`src/rtl/uart_frame_tx.sv`:
```
// UART response-frame transmitter: HEADER, payload bytes, optional CRC-8, TAIL, with an idle gap after every byte.
// Latency: first start bit START_DELAY clocks after acceptance; frame_done START_DELAY+NB*(10*BAUD_DIV+GAP_CYCLES)+1 clocks after acceptance.
// Backpressure: none; frame_start while busy (or in the frame_done cycle) is dropped and reported by a one-cycle frame_drop.
// Build option: define UART_FRAME_CRC_EN to insert the CRC-8 byte (poly 0x07) before TAIL.
module uart_frame_tx #(
    parameter int          CLK_FREQ    = 50_000_000,
    parameter int          UART_BPS    = 115200,
    parameter int          PAYLOAD_MAX = 8,
    parameter logic [7:0]  HEADER      = 8'h80,
    parameter logic [7:0]  TAIL        = 8'h55,
    parameter int          START_DELAY = 16,
    parameter logic [15:0] GAP_CYCLES  = 16'h01E0
) (
    input  logic                     clk_50M,
    input  logic                     rst,
    input  logic                     frame_start,
    input  logic [PAYLOAD_MAX*8-1:0] payload,
    input  logic [7:0]               payload_len,
    output logic                     uart_txd,
    output logic                     tx_busy,
    output logic                     frame_done,
    output logic                     frame_drop
);

    localparam int          BAUD_DIV   = CLK_FREQ / UART_BPS;
    localparam int          BW         = $clog2(BAUD_DIV);
    localparam logic [BW-1:0] BAUD_LAST = BW'(BAUD_DIV - 1);
    localparam logic [15:0] DELAY_LAST = 16'(START_DELAY - 1);
    localparam logic [15:0] GAP_LAST   = GAP_CYCLES - 16'd1;
    localparam logic [7:0]  LEN_MAX    = 8'(PAYLOAD_MAX);
`ifdef UART_FRAME_CRC_EN
    localparam logic [8:0]  TRAILER_BYTES = 9'd2;
`else
    localparam logic [8:0]  TRAILER_BYTES = 9'd1;
`endif

    typedef enum logic [2:0] {
        S_IDLE,
        S_DELAY,
        S_LOAD,
        S_SHIFT,
        S_GAP,
        S_DONE
    } state_t;

    state_t                   state_q, state_d;
    logic [15:0]              dly_cnt;
    logic [BW-1:0]            baud_cnt;
    logic [3:0]               bit_cnt;
    logic [15:0]              gap_cnt;
    logic [9:0]               shreg;
    logic [PAYLOAD_MAX*8-1:0] pay_q;
    logic [7:0]               len_q;
    logic [8:0]               byte_idx;
    logic                     tail_q;
`ifdef UART_FRAME_CRC_EN
    logic [7:0]               crc_q;
`endif

    logic       idle_ready;
    logic       accept;
    logic       delay_end;
    logic       baud_end;
    logic       bit_end;
    logic       gap_end;
    logic [8:0] last_idx;
    logic       is_payload;
    logic [7:0] cur_byte;

`ifdef UART_FRAME_CRC_EN
    // Fold one byte into the CRC, MSB first.
    function automatic logic [7:0] crc8_byte(input logic [7:0] crc, input logic [7:0] data);
        logic [7:0] r;
        r = crc ^ data;
        for (int i = 0; i < 8; i++) begin
            r = r[7] ? ((r << 1) ^ 8'h07) : (r << 1);
        end
        return r;
    endfunction
`endif

    // The frame_done cycle is already IDLE but must not accept a new frame.
    assign idle_ready = (state_q == S_IDLE) && !frame_done;
    assign accept     = idle_ready && frame_start;
    assign delay_end  = (dly_cnt == DELAY_LAST);
    assign baud_end   = (baud_cnt == BAUD_LAST);
    assign bit_end    = baud_end && (bit_cnt == 4'd9);
    assign gap_end    = (gap_cnt == GAP_LAST);
    assign last_idx   = {1'b0, len_q} + TRAILER_BYTES;
    assign is_payload = (byte_idx != 9'd0) && (byte_idx <= {1'b0, len_q});

    // Byte for the current index; payload bytes come from the low end of the shifting payload copy.
    always_comb begin
        cur_byte = TAIL;
        if (byte_idx == 9'd0) begin
            cur_byte = HEADER;
        end else if (is_payload) begin
            cur_byte = pay_q[7:0];
        end
`ifdef UART_FRAME_CRC_EN
        else if (byte_idx == ({1'b0, len_q} + 9'd1)) begin
            cur_byte = crc_q;
        end
`endif
    end

    // State register.
    always_ff @(posedge clk_50M) begin
        if (rst) begin
            state_q <= S_IDLE;
        end else begin
            state_q <= state_d;
        end
    end

    // Next-state and line/busy outputs; the LOAD cycle is already the first clock of the start bit.
    always_comb begin
        state_d  = state_q;
        uart_txd = 1'b1;
        tx_busy  = (state_q != S_IDLE);
        case (state_q)
            S_IDLE:  if (accept) state_d = S_DELAY;
            S_DELAY: if (delay_end) state_d = S_LOAD;
            S_LOAD: begin
                uart_txd = 1'b0;
                state_d  = S_SHIFT;
            end
            S_SHIFT: begin
                uart_txd = shreg[0];
                if (bit_end) begin
                    if (GAP_CYCLES == 16'd0) begin
                        state_d = tail_q ? S_DONE : S_LOAD;
                    end else begin
                        state_d = S_GAP;
                    end
                end
            end
            S_GAP:   if (gap_end) state_d = tail_q ? S_DONE : S_LOAD;
            S_DONE:  state_d = S_IDLE;
            default: state_d = S_IDLE;
        endcase
    end

    // Datapath: frame latch, byte sequencing, bit/gap timing and CRC accumulation.
    always_ff @(posedge clk_50M) begin
        if (rst) begin
            dly_cnt  <= '0;
            baud_cnt <= '0;
            bit_cnt  <= '0;
            gap_cnt  <= '0;
            shreg    <= '1;
            pay_q    <= '0;
            len_q    <= '0;
            byte_idx <= '0;
            tail_q   <= 1'b0;
`ifdef UART_FRAME_CRC_EN
            crc_q    <= '0;
`endif
        end else begin
            case (state_q)
                S_IDLE: begin
                    if (accept) begin
                        pay_q    <= payload;
                        len_q    <= (payload_len > LEN_MAX) ? LEN_MAX : payload_len;
                        byte_idx <= '0;
                        dly_cnt  <= '0;
`ifdef UART_FRAME_CRC_EN
                        crc_q    <= '0;
`endif
                    end
                end
                S_DELAY: dly_cnt <= dly_cnt + 16'd1;
                S_LOAD: begin
                    shreg    <= {1'b1, cur_byte, 1'b0};
                    baud_cnt <= BW'(1);
                    bit_cnt  <= '0;
                    byte_idx <= byte_idx + 9'd1;
                    tail_q   <= (byte_idx == last_idx);
                    if (is_payload) begin
                        pay_q <= pay_q >> 8;
`ifdef UART_FRAME_CRC_EN
                        crc_q <= crc8_byte(crc_q, pay_q[7:0]);
`endif
                    end
                end
                S_SHIFT: begin
                    if (baud_end) begin
                        baud_cnt <= '0;
                        shreg    <= {1'b1, shreg[9:1]};
                        if (bit_end) begin
                            gap_cnt <= '0;
                        end else begin
                            bit_cnt <= bit_cnt + 4'd1;
                        end
                    end else begin
                        baud_cnt <= baud_cnt + BW'(1);
                    end
                end
                S_GAP: gap_cnt <= gap_cnt + 16'd1;
                default: ;
            endcase
        end
    end

    // One-cycle completion and refusal pulses.
    always_ff @(posedge clk_50M) begin
        if (rst) begin
            frame_done <= 1'b0;
            frame_drop <= 1'b0;
        end else begin
            frame_done <= (state_q == S_DONE);
            frame_drop <= frame_start && !idle_ready;
        end
    end

endmodule
```
`config.mk`:
```
export PLATFORM = sky130hd
export DESIGN_NAME = uart_frame_tx
export DESIGN_NICKNAME = d
export VERILOG_FILES = /design/src/rtl/uart_frame_tx.sv
export SDC_FILE = /design/constraint.sdc
export NUM_CORES = 1
export LEC_CHECK = 0
export CORE_ASPECT_RATIO = 0.7
export CORE_UTILIZATION = 58
export CTS_BUF_LIST = sky130_fd_sc_hd__clkbuf_4 sky130_fd_sc_hd__clkbuf_8
export DETAILED_ROUTE_END_ITERATION = 16
export GPL_ROUTABILITY_DRIVEN = 0
export PLACE_DENSITY = 0.82
export SETUP_SLACK_MARGIN = 0.15
export SLEW_MARGIN = 5
export SYNTH_ARGS = -nofsm -noshare
export SYNTH_HDL_FRONTEND = slang
export SYNTH_SLANG_ARGS = --single-unit
```
`constraint.sdc`:
```
create_clock -name clk_50M -period 3.1 [get_ports clk_50M]
set_input_delay 0.31 -clock clk_50M [delete_from_list [all_inputs] [get_ports clk_50M]]
set_output_delay 0.31 -clock clk_50M [all_outputs]
set_load 0.1 [all_outputs]
```
* Word level (Yosys, flattened, before mapping)
Index checks and enable logic that the tools add are counted.
** Cells by class
- Muxes and demuxes :: 27
- $add $sub $neg :: 6
- Magnitude comparators :: 2
- Reductions and logical operators :: 23
- Equality and inequality tests :: 17
** Operators with widths (count)
- $mux W64 :: 2
- $pmux W64 S2 :: 1
- $pmux W16 S2 :: 2
- $mux W16 :: 3
- $pmux W9 S2 :: 2
- $add A16 B1 Y16 const B :: 2
- $mux W8 :: 3
- $pmux W10 S2 :: 1
- $add A9 B1 Y9 const B :: 2
- $mux W9 :: 2
- $eq A16 B4 Y1 const B :: 1
- $eq A16 B9 Y1 const B :: 1
- $mux W3 :: 5
- $pmux W3 S5 :: 1
- $ne A2 B2 Y1 const B :: 7
- $mux W10 :: 1
- $add A8 B1 Y9 const B :: 1
- $eq A9 B9 Y1 :: 1
- $eq A9 B9 Y1 const B :: 1
- $le A9 B8 Y1 :: 1
- $logic_not A9 Y1 :: 1
- $reduce_and A3 Y1 :: 3
- $reduce_bool A9 Y1 :: 1
- $gt A8 B4 Y1 const B :: 1
- other kinds (15) :: 29
** Storage, ports and cells
- Input port bits :: 75
- Register bits after elaboration :: 142

* Longest topological paths before layout
- Depth in word-level cells :: 5
- Gate-level depth with buffers :: 10

* Worst setup path after synthesis
No wires, ideal clock.
- Path type :: register -> register
- Start point :: register frame_done
- End point :: register pay_q[36]
- Library setup time :: 0.122 ns
- Cell stages (with the launch flop) :: 8
- Path buffers :: 2
- Period minus slack after synthesis :: 2.283 ns
- Arrival time :: 2.161 ns
- Slack :: 0.817 ns
- Cell sequence :: dfxtp_1 > nor2b_1 > o21a_1 > o2111ai_2 > buf_4 > buf_2 > a21oi_1 > a221o_1
** Between the ends
- Longest elaborated chain between the ends :: 5
** RTL lines
- start: declaration :: RTL line 21 : output logic frame_done,
- start signal: assignment :: RTL line 211 : frame_done <= (state_q == S_DONE);
- $logic_not A1 Y1 :: RTL line 83 : assign idle_ready = (state_q == S_IDLE) && !frame_done;
- $logic_and A1 B1 Y1 :: RTL line 83
- $logic_and A1 B1 Y1 :: RTL line 84 : assign accept = idle_ready && frame_start;
- $ne A2 B2 Y1 (no line)
- $reduce_and A3 Y1 (no line)
- end signal: assignment :: RTL line 163 : pay_q <= payload;
- end signal: assignment :: RTL line 180 : pay_q <= pay_q >> 8;
- end: declaration :: RTL line 52 : logic [PAYLOAD_MAX*8-1:0] pay_q;
Every way passes these cells.
A chain may end at the register's enable or synchronous reset.

* Worst setup path in the final report
- Start point :: register len_q[6]
- End point :: register pay_q[11]
** Between the ends
- Longest elaborated chain between the ends :: 4
** RTL lines
- start: declaration :: RTL line 53 : logic [7:0] len_q;
- start signal: assignment :: RTL line 164 : len_q <= (payload_len > LEN_MAX) ? LEN_MAX : payload_len;
- $le A9 B8 Y1 :: RTL line 90 : assign is_payload = (byte_idx != 9'd0) && (byte_idx <= {1'b0, len_q});
- $logic_and A1 B1 Y1 :: RTL line 90
- $ne A2 B2 Y1 (no line)
- $reduce_and A3 Y1 (no line)
Every way passes these cells.

==> out/metrics.yaml <==
layout-drive-gt1-share: 0.0749
htree_levels: 4
die_w_um: 133
grt_pass1_vias: 6116
wl_um: 18100
fin_skew_ns: 0.0134
hold_ws_ns: 0.317
cts.repair.resized: 0
total_power_mw: 5.41
clockBufferDepth: 2
nFillCells: 906
gr-total-overflow: 0
diodes: 0
ios: 79
layout_min_cycle_time_ns: 2.61
hold_path_class: "input pin to register"
multi_input_comb_area_um2: 3810
seq_area_um2: 2820
hold_viol: 0
ys_async_sr_fraction: 0
grt_max_degree: 56
cts_tree: "yes"
die_h_um: 93.6
antenna_found_initial: 0
relSlewSlack: 0.358
crit_path_max_fanout: 55
grt_pass1_wl_um: 29900
critPathLaunchType: "register"
power_density_nw_per_um2: 663
postRouteAntennaNets: 0
p_leak_nw: 3.12
vdd_drop_max_uv: 293
dieArea_um2: 12400
rsz0062_at_grt: "no"
arrival_ns: 2.94
design_area_um2: 8160
rows: 33
synth_fp_nets: 931
clk_latency_ns: 0.45
synth_cells: 839
cts-root-buf: "clkbuf_8"
drt_iter0_drc: 724
place_area_um2: 7760
critPathCaptureType: "register"
portBuffers: 78
status: "complete, no violations"
synthToLayoutAreaGrowth_pct: 17.4
ys_types: 70
ys_seq_area_frac: 0.406
r2r_slack_ns: 0.49
setup_viol: 0
via_per_inst: 6.20
path_clk_slew_ns: 0.08
max_cap_violations: 0
post-cts-setup-buffers: 0
synth_area_per_cell_um2: 8.29
dr_total_vias: 6604
grt_use_total: 0.302
nets: 988
fin_crit_sh: 0.841
start_util: 0.595
cts_hold_buf: 0
yosysWarnings: 0
critPathKind: "register to register"
first_pass_iters: 5
netlist_area_um2: 6950
setup_tns_ns: 0
fmax_ghz: 0.383
drv_slew: 0
cts-buffers-inserted: 17
core_um2: 11700
clock_sinks: 141
tightest_slew_ns: 0.960
hpwl_um: 12300
synth_edf_count: 0
cp.required_ns: 3.43
ys.flop_type: "dfxtp_1"
drc_errors: 0
yosys_register_bits: 141
wl_per_cell_um: 17.0
cells by family after synthesis:
group                    share of synthesized area
flip-flops                                   0.406
multiplexers                               0.00756
adder cells (fa/ha/maj)                     0.0306
XOR/XNOR                                    0.0378
AO/OA/AOI/OAI                                0.228
AND/OR/NAND/NOR                              0.240
buffers and inverters                       0.0498
cell usage in the layout, fill, tap and decap left out, types with 4 or more instances in the layout:
cell / netlist / final
and2_1: 5 / 5
nor2_1: 68 / 67
a311oi_1: 6 / 6
a21oi_1: 87 / 87
nor4_1: 8 / 8
dfxtp_1: 141 / 141
nand3_1: 32 / 32
clkbuf_8: 0 / 18
xnor2_1: 10 / 10
clkdlybuf4s50_1: 0 / 75
xor2_1: 20 / 20
o21ai_0: 35 / 35
clkinv_2: 0 / 6
ha_1: 17 / 17
and3_1: 20 / 20
nand2_1: 151 / 151
buf_4: 2 / 12
inv_1: 15 / 15
a221o_1: 55 / 55
or3_1: 6 / 6
nand3b_1: 4 / 4
nand2b_1: 4 / 4
nand4_1: 16 / 16
nor3_1: 15 / 15
a31oi_1: 9 / 9
a22oi_1: 5 / 5
metrics by stage:
stage,utilization,worst slack (ns),instances
finish,0.699,0.492,1065
global route,0.699,0.247,1065
global placement,0.664,0.669,1034
CTS,0.699,0.521,1065
floorplan,-,0.817,839
detailed placement,0.664,0.529,1034
worst paths after layout:
path                 endpoint     start  cells after the start
setup / recovery    pay_q[11]  len_q[6]                      9
hold / removal    baud_cnt[1]       rst                      2
setup reg to reg    pay_q[11]  len_q[6]                      9
hold reg to reg      shreg[7]  shreg[7]                      2
registers in the layout, indices dropped and copies added (netlist names), 3 cells and up:
name and cells:
dly_cnt 16, gap_cnt 16, shreg 9, bit_cnt 4
byte_idx 9, pay_q 64, len_q 8, baud_cnt 9
state_q 3
final cells by class:
class | instances | area share
multi-input cells | 629 | 0.467
flip-flops and latches | 141 | 0.346
repair buffers | 89 | 0.106
clock buffers | 19 | 0.0313
well taps | 157 | 0.0241
clock inverters | 12 | 0.0179
inverters | 18 | 0.00828
routing by layer:
layer	GRT usage	part of all wire	vias to the layer above
met5	0	0	-
met4	0.111	0.016	0
met3	0.0569	0.068	33
met2	0.470	0.46	275
met1	0.417	0.45	3135
li1	-	-	3161
worst max-delay path: stages (launching register included):
cell and delay, ns:
dfxtp_1 0.39, inv_1 0.10, ha_1 0.32, a21o_1 0.17, a31o_1 0.26, o32ai_2 0.24
or2_1 0.35, o2bb2ai_4 0.09, buf_12 0.19, a221o_1 0.38
power breakdown:
part           leakage [nW]  switching, mW  internal [mW]
clock                 0.212          0.703          0.816
combinational          1.76           1.05          0.580
sequential             1.15          0.196           2.07
cell usage after synthesis (5+ instances only):
| cell | n | area [µm²] |
|---|---|---|
| nor4_1 | 8 | 50.1 |
| nand4_1 | 16 | 100 |
| dfxtp_1 | 141 | 2820 |
| nand2_1 | 151 | 567 |
| or3_1 | 6 | 37.5 |
| buf_6 | 8 | 90.1 |
| xor2_1 | 20 | 175 |
| ha_1 | 17 | 213 |
| clkbuf_1 | 23 | 86.3 |
| buf_2 | 16 | 80.1 |
| nand3_1 | 32 | 160 |
| nor3_1 | 15 | 75.1 |
| and3_1 | 20 | 125 |
| a221o_1 | 55 | 551 |
| xnor2_1 | 10 | 87.6 |
| a311oi_1 | 6 | 52.6 |
| and2_1 | 5 | 31.3 |
| o21ai_0 | 35 | 175 |
| a22oi_1 | 5 | 37.5 |
| a31oi_1 | 9 | 56.3 |
| nor2_1 | 68 | 255 |
| inv_1 | 15 | 56.3 |
| a21oi_1 | 87 | 435 |
Power figures use the tool's default switching activity.
